===== src/rtl/ws2812_pkg.sv =====
// Shared WS2812 timing derivations and receiver FSM encoding, used by both driver and receiver
// so that both ends of the link agree on pulse widths.
package ws2812_pkg;

  function automatic int unsigned bit_thresh_cycles(input int unsigned clk_mhz);
    return clk_mhz * 600 / 1000;
  endfunction

  function automatic int unsigned high_max_cycles(input int unsigned clk_mhz);
    return clk_mhz * 1600 / 1000;
  endfunction

  function automatic int unsigned latch_cycles(input int unsigned clk_mhz);
    return clk_mhz * 50;
  endfunction

  localparam int unsigned CLK_MHZ_DEFAULT = 12;
  localparam int unsigned T_BIT_THRESH    = bit_thresh_cycles(CLK_MHZ_DEFAULT);
  localparam int unsigned T_HIGH_MAX      = high_max_cycles(CLK_MHZ_DEFAULT);
  localparam int unsigned T_LATCH         = latch_cycles(CLK_MHZ_DEFAULT);

  typedef enum logic [1:0] {
    StSync,
    StIdle,
    StHigh,
    StLow
  } rx_state_e;

endpackage


===== src/rtl/ws2812_rx_sync.sv =====
// Two-flop synchronizer for the asynchronous WS2812 data pin plus edge detection on the
// synchronized level.
module ws2812_rx_sync (
  input  logic clk_i,
  input  logic rst_i,
  input  logic din_i,
  output logic ds_o,
  output logic rise_o,
  output logic fall_o
);

  logic meta_q, ds_q, prev_q;

  always_ff @(posedge clk_i) begin
    if (rst_i) begin
      meta_q <= 1'b0;
      ds_q   <= 1'b0;
      prev_q <= 1'b0;
    end else begin
      meta_q <= din_i;
      ds_q   <= meta_q;
      prev_q <= ds_q;
    end
  end

  assign ds_o   = ds_q;
  assign rise_o = ds_q & ~prev_q;
  assign fall_o = ~ds_q & prev_q;

endmodule


===== src/rtl/ws2812_rx.sv =====
// WS2812 receiver: classifies bits by high-pulse width, assembles GRB words into a shadow
// buffer and publishes a whole frame atomically when the latch gap is seen.
module ws2812_rx
  import ws2812_pkg::*;
#(
  parameter int unsigned NUM_LEDS = 16,
  parameter int unsigned CLK_MHZ  = 12
) (
  input  logic                  CLK,
  input  logic                  reset,
  input  logic                  din,
  output logic [24*NUM_LEDS-1:0] packed_rgb_data,
  output logic                  frame_valid,
  output logic                  frame_error,
  output logic [7:0]            led_count
);

  localparam int unsigned TBitThresh = bit_thresh_cycles(CLK_MHZ);
  localparam int unsigned THighMax   = high_max_cycles(CLK_MHZ);
  localparam int unsigned TLatch     = latch_cycles(CLK_MHZ);
  localparam int unsigned CntW       = $clog2(TLatch + 1);

  localparam logic [CntW-1:0] CntBit     = CntW'(TBitThresh);
  localparam logic [CntW-1:0] CntHighMax = CntW'(THighMax);
  localparam logic [CntW-1:0] CntLatch   = CntW'(TLatch);
  localparam logic [7:0]      NumLedsW   = 8'(NUM_LEDS);

  logic ds, rise, fall;

  ws2812_rx_sync u_sync (
    .clk_i  (CLK),
    .rst_i  (reset),
    .din_i  (din),
    .ds_o   (ds),
    .rise_o (rise),
    .fall_o (fall)
  );

  rx_state_e state_q, state_d;

  logic [CntW-1:0]         cnt_q, cnt_d, cnt_inc;
  logic [4:0]              bit_idx_q, bit_idx_d;
  logic [7:0]              word_idx_q, word_idx_d;
  logic [23:0]             word_q, word_d;
  logic [24*NUM_LEDS-1:0]  shadow_q, shadow_d;
  logic [24*NUM_LEDS-1:0]  packed_q, packed_d;
  logic [7:0]              count_q, count_d;
  logic                    valid_q, valid_d;
  logic                    error_q, error_d;

  logic sync_done, bit_done, high_err, eof, eof_good, eof_bad;

  assign cnt_inc = cnt_q + CntW'(1);

  // Cycles since the last edge of ds, saturating at the latch gap.
  always_comb begin
    cnt_d = cnt_q;
    if (rise || fall) begin
      cnt_d = '0;
    end else if (cnt_q != CntLatch) begin
      cnt_d = cnt_inc;
    end
  end

  // FSM state register.
  always_ff @(posedge CLK) begin
    if (reset) begin
      state_q <= StSync;
    end else begin
      state_q <= state_d;
    end
  end

  // FSM outputs: per-cycle actions decoded from state and line events.
  always_comb begin
    sync_done = 1'b0;
    high_err  = 1'b0;
    bit_done  = 1'b0;
    eof       = 1'b0;
    unique case (state_q)
      StSync: sync_done = ~ds & ~fall & (cnt_q == CntLatch);
      StHigh: begin
        high_err = (cnt_inc >= CntHighMax);
        bit_done = fall & ~high_err;
      end
      StLow:  eof = (cnt_q == CntLatch);
      default: ;
    endcase
    eof_good = eof & (bit_idx_q == 5'd0) & (word_idx_q != 8'd0);
    eof_bad  = eof & (bit_idx_q != 5'd0);
  end

  // FSM next state.
  always_comb begin
    state_d = state_q;
    unique case (state_q)
      StSync: if (sync_done) state_d = StIdle;
      StIdle: if (rise) state_d = StHigh;
      StHigh: begin
        if (high_err) begin
          state_d = StSync;
        end else if (fall) begin
          state_d = StLow;
        end
      end
      StLow: begin
        if (rise) begin
          state_d = StHigh;
        end else if (eof) begin
          state_d = StIdle;
        end
      end
      default: state_d = StSync;
    endcase
  end

  // Word assembly, shadow buffer and frame publication.
  always_comb begin
    bit_idx_d  = bit_idx_q;
    word_idx_d = word_idx_q;
    word_d     = word_q;
    shadow_d   = shadow_q;
    packed_d   = packed_q;
    count_d    = count_q;
    valid_d    = eof_good;
    error_d    = eof_bad | high_err;

    if (bit_done) begin
      word_d = {word_q[22:0], (cnt_inc >= CntBit)};
      if (bit_idx_q == 5'd23) begin
        bit_idx_d = 5'd0;
        for (int unsigned i = 0; i < NUM_LEDS; i++) begin
          if (word_idx_q == 8'(i)) begin
            shadow_d[24*i +: 24] = word_d;
          end
        end
        if (word_idx_q != 8'hFF) begin
          word_idx_d = word_idx_q + 8'd1;
        end
      end else begin
        bit_idx_d = bit_idx_q + 5'd1;
      end
    end

    if (eof_good) begin
      packed_d = shadow_q;
      count_d  = (word_idx_q > NumLedsW) ? NumLedsW : word_idx_q;
    end

    // A discarded or finished frame always restarts word assembly from scratch.
    if (eof || high_err) begin
      bit_idx_d  = 5'd0;
      word_idx_d = 8'd0;
    end
  end

  always_ff @(posedge CLK) begin
    if (reset) begin
      cnt_q      <= '0;
      bit_idx_q  <= 5'd0;
      word_idx_q <= 8'd0;
      word_q     <= 24'd0;
      shadow_q   <= '0;
      packed_q   <= '0;
      count_q    <= 8'd0;
      valid_q    <= 1'b0;
      error_q    <= 1'b0;
    end else begin
      cnt_q      <= cnt_d;
      bit_idx_q  <= bit_idx_d;
      word_idx_q <= word_idx_d;
      word_q     <= word_d;
      shadow_q   <= shadow_d;
      packed_q   <= packed_d;
      count_q    <= count_d;
      valid_q    <= valid_d;
      error_q    <= error_d;
    end
  end

  assign packed_rgb_data = packed_q;
  assign frame_valid     = valid_q;
  assign frame_error     = error_q;
  assign led_count       = count_q;

endmodule


===== config.mk =====
export PLATFORM = sky130hd
export DESIGN_NAME = ws2812_rx
export DESIGN_NICKNAME = d
export VERILOG_FILES = /design/src/rtl/ws2812_pkg.sv /design/src/rtl/ws2812_rx_sync.sv /design/src/rtl/ws2812_rx.sv
export SDC_FILE = /design/constraint.sdc
export NUM_CORES = 2
export LEC_CHECK = 0
export ABC_AREA = 1
export CAP_MARGIN = 20
export CORE_MARGIN = 10
export CORE_UTILIZATION = 60
export CTS_BUF_LIST = sky130_fd_sc_hd__clkbuf_8
export CTS_CLUSTER_DIAMETER = 80
export DETAILED_ROUTE_END_ITERATION = 10
export MAX_ROUTING_LAYER = met4
export PLACE_DENSITY = 0.83
export SKIP_LAST_GASP = 1
export SYNTH_ARGS = -nofsm -noshare
export SYNTH_HDL_FRONTEND = slang
export SYNTH_SLANG_ARGS = --single-unit

===== constraint.sdc =====
create_clock -name CLK -period 5.35 [get_ports CLK]
set_clock_uncertainty 0.2 [all_clocks]
set_input_delay 0.8025 -clock CLK [delete_from_list [all_inputs] [get_ports CLK]]
set_output_delay 0.8025 -clock CLK [all_outputs]
set_load 0.005 [all_outputs]

==> metrics.md <==
| Metric | Value |
|---|---|
| Status | `finished clean` |
| Antenna violations before repair | `1` |
| Clock Sinks | `829` |
| Drt pass-1 iters | `7` |
| Number of synthesized register bits | `829` |
| Slew HR | `12.1%` |
| Via Count | `28300` |
| Die Wd | `245 um` |
| Post-CTS Setup Bufs | `0` |
| Total congestion overflow | `0` |
| CTS tree | `built` |
| First-pass GRT wire length | `150000 um` |
| Final worst slack | `1.69 ns` |
| Setup Slack @ Placement | `1.82 ns` |
| Post-synthesis net count | `3927` |
| P per Cell Area | `316 mW/mm^2` |
| Netlist area before placement | `0.0304 mm^2` |
| Chip Height | `245 um` |
| Initial drt markers | `3476` |
| DRT Wirelength | `98900 um` |
| CP max FO | `129` |
| Total Routing Usage GR | `32.6%` |
| Final net count | `4196` |
| Maxcap violations | `0` |
| Tmin final | `3.66 ns` |
| Clock slew at reported path FFs | `0.06 ns` |
| Fin. max-slew vios | `0` |
| Root buf cell | `clkbuf_8` |
| Std cell rows | `82` |
| Area grow syn2layout | `22.1%` |
| Async S/R FF share, synth | `0%` |
| Worst vdd ir | `0.226 mV` |
| Worst skew pair latency | `0.80 ns` |
| Hold_buf cts | `0` |
| Post-cts sizing count | `0` |
| Io pins | `397` |
| Final ANT Viol Nets | `0` |
| Max Fclk | `0.273 GHz` |
| Antenna cells | `0` |
| Largest net degree at the start of global routing | `240` |
| Final Util | `74.1%` |
| Hold Vio Cnt, Final | `0` |
| Synth warnings | `0` |
| Min-Delay Path Class | `reg -> reg` |
| IO Port Bufs | `396` |
| Post-detail-place hpwl | `59400 um` |
| EDFF count, synth | `0` |
| Vias in the first global route | `26000` |
| Unrepaired setup endpoints after global routing | `no` |
| Synth Flop Type | `dfxtp_1` |
| Worst path required time | `5.83 ns` |
| Avg WL per Cell | `20.0 um` |
| Final setup violation count | `0` |
| DRC Markers | `0` |
| Placer Congestion | `0.905` |
| Crit start category | `flip-flop` |
| Total chip power | `11.7 mW` |
| Setup TNS Final | `0 ns` |
| Seq/Total Area, Yosys | `54.6%` |
| Lkg Pwr | `13.1 nW` |
| CP Capture Type | `flip-flop` |
| Vias/cell | `5.73` |
| Core area | `0.0501 mm^2` |
| Avg Inst Size Synth | `7.76 um^2` |
| H-tree Lvls | `4` |
| Starting Density | `60.7%` |
| TritonCTS buffer count | `133` |
| Slew @ Worst Pin | `1.32 ns` |
| WS Path Type | `reg -> reg` |
| WHS | `0.198 ns` |
| Critical Path AT | `4.14 ns` |
| DIE AREA | `0.0600 mm^2` |
| Layout cells sized above 1 | `6.98%` |
| Max Root-Sink Buffers | `3` |
| Mapped Cells | `3912` |
| Fin crit share | `68.4%` |
| Netlist cell types | `31` |
==> Yosys cell counts (5+ instances only) <==
master | number | area [um^2]
buf_4 | 21 | 158
nand3_1 | 414 | 2070
nand3_4 | 8 | 140
nor2_1 | 928 | 3480
a21oi_1 | 397 | 1990
clkbuf_1 | 229 | 860
a211oi_1 | 5 | 37.5
nand2_1 | 452 | 1700
inv_2 | 8 | 30.0
buf_1 | 7 | 26.3
o21ai_0 | 412 | 2060
inv_1 | 73 | 274
ha_1 | 12 | 150
xor2_1 | 7 | 61.3
dfxtp_1 | 829 | 16600
buf_2 | 52 | 260
nor2_2 | 5 | 31.3
buf_6 | 16 | 180
nor3_1 | 17 | 85.1
==> worst max-delay path, cell delays in order, from the launching register on <==
cell	delay, ns
dfxtp_1	0.36
ha_1	0.23
nand2_1	0.11
clkinv_1	0.15
nand3_1	0.13
nand2_1	0.06
nand2_1	0.07
nand2_1	0.09
nor2_4	0.18
nand4_4	0.56
nor2_4	0.56
buf_12	0.46
nand3_1	0.15
nand2_1	0.10
nor2_1	0.06
==> state kept, by name, summed over array words and instances, names as in the netlist <==
| signal | flops |
|---|---|
| state_q | 2 |
| word_idx_q | 8 |
| shadow_q | 384 |
| frame_error | 1 |
| packed_rgb_data | 384 |
| u_sync.ds_o | 1 |
| frame_valid | 1 |
| word_q | 23 |
| led_count | 8 |
| cnt_q | 10 |
| u_sync.meta_q | 1 |
| u_sync.prev_q | 1 |
| bit_idx_q | 5 |
==> layout make-up <==
type,instances,area [um^2]
clock buffers,176,2420
clock inverters,46,191
fillers,3840,13000
inverters,83,327
multi-input cells,2675,12100
flip-flops and latches,829,16600
well taps,672,841
repair buffers,459,4630
==> layout by cell type, fill, tap and decap left out, drive strengths merged <==
cell type        n
a211oi           5
a21oi          397
buf             64
clkbuf         176
clkdlybuf4s50  395
clkinv           8
clkinvlp         3
dfxtp          829
ha              12
inv            118
nand2          453
nand3          423
nand4            5
nor2           936
nor3            20
nor4             1
o21ai          412
o21bai           1
o31ai            2
xnor2            1
xor2             7
==> per-layer routing <==
layer  vias up  GRT usage [%]  wire (um)
met5         -              -          0
met4         0           16.8       4900
met3       265           7.57      10200
met2      1459           48.8      45200
met1     13300           40.7      38600
li1      13300              -          -
==> path summary, 6_finish.rpt <==
kind                            cells after the start      endpoint           from  slack [ns]
worst min-delay path                                2   u_sync.ds_o  u_sync.meta_q        0.20
worst max register to register                     14  shadow_q[22]       cnt_q[0]        1.69
worst min register to register                      2   u_sync.ds_o  u_sync.meta_q        0.20
worst max-delay path                               14  shadow_q[22]       cnt_q[0]        1.69
==> logic make-up after synthesis <==
| kind of cell | synth area share [%] |
|---|---|
| AOI/OAI and AO/OA | 13.5 |
| DFF | 54.6 |
| buffers and inverters | 5.91 |
| and+or+nand+nor | 25.2 |
| adders and majority gates | 0.494 |
| xor gates and xnor gates | 0.231 |
==> power breakdown <==
group          total [mW]  internal (mW)  switching [mW]
Clock                5.34           2.91            2.43
Combinational       0.220         0.0536           0.167
Sequential           6.18           6.18         0.00311
Total                11.7           9.14            2.60
==> metrics by stage <==
stage	area [um^2]	cells
floorplan	30400	3912
global placement	34400	4714
detailed placement	34400	4715
CTS	37000	4937
global route	37100	4940
finish	37100	4940
Power figures use the tool's default switching activity.
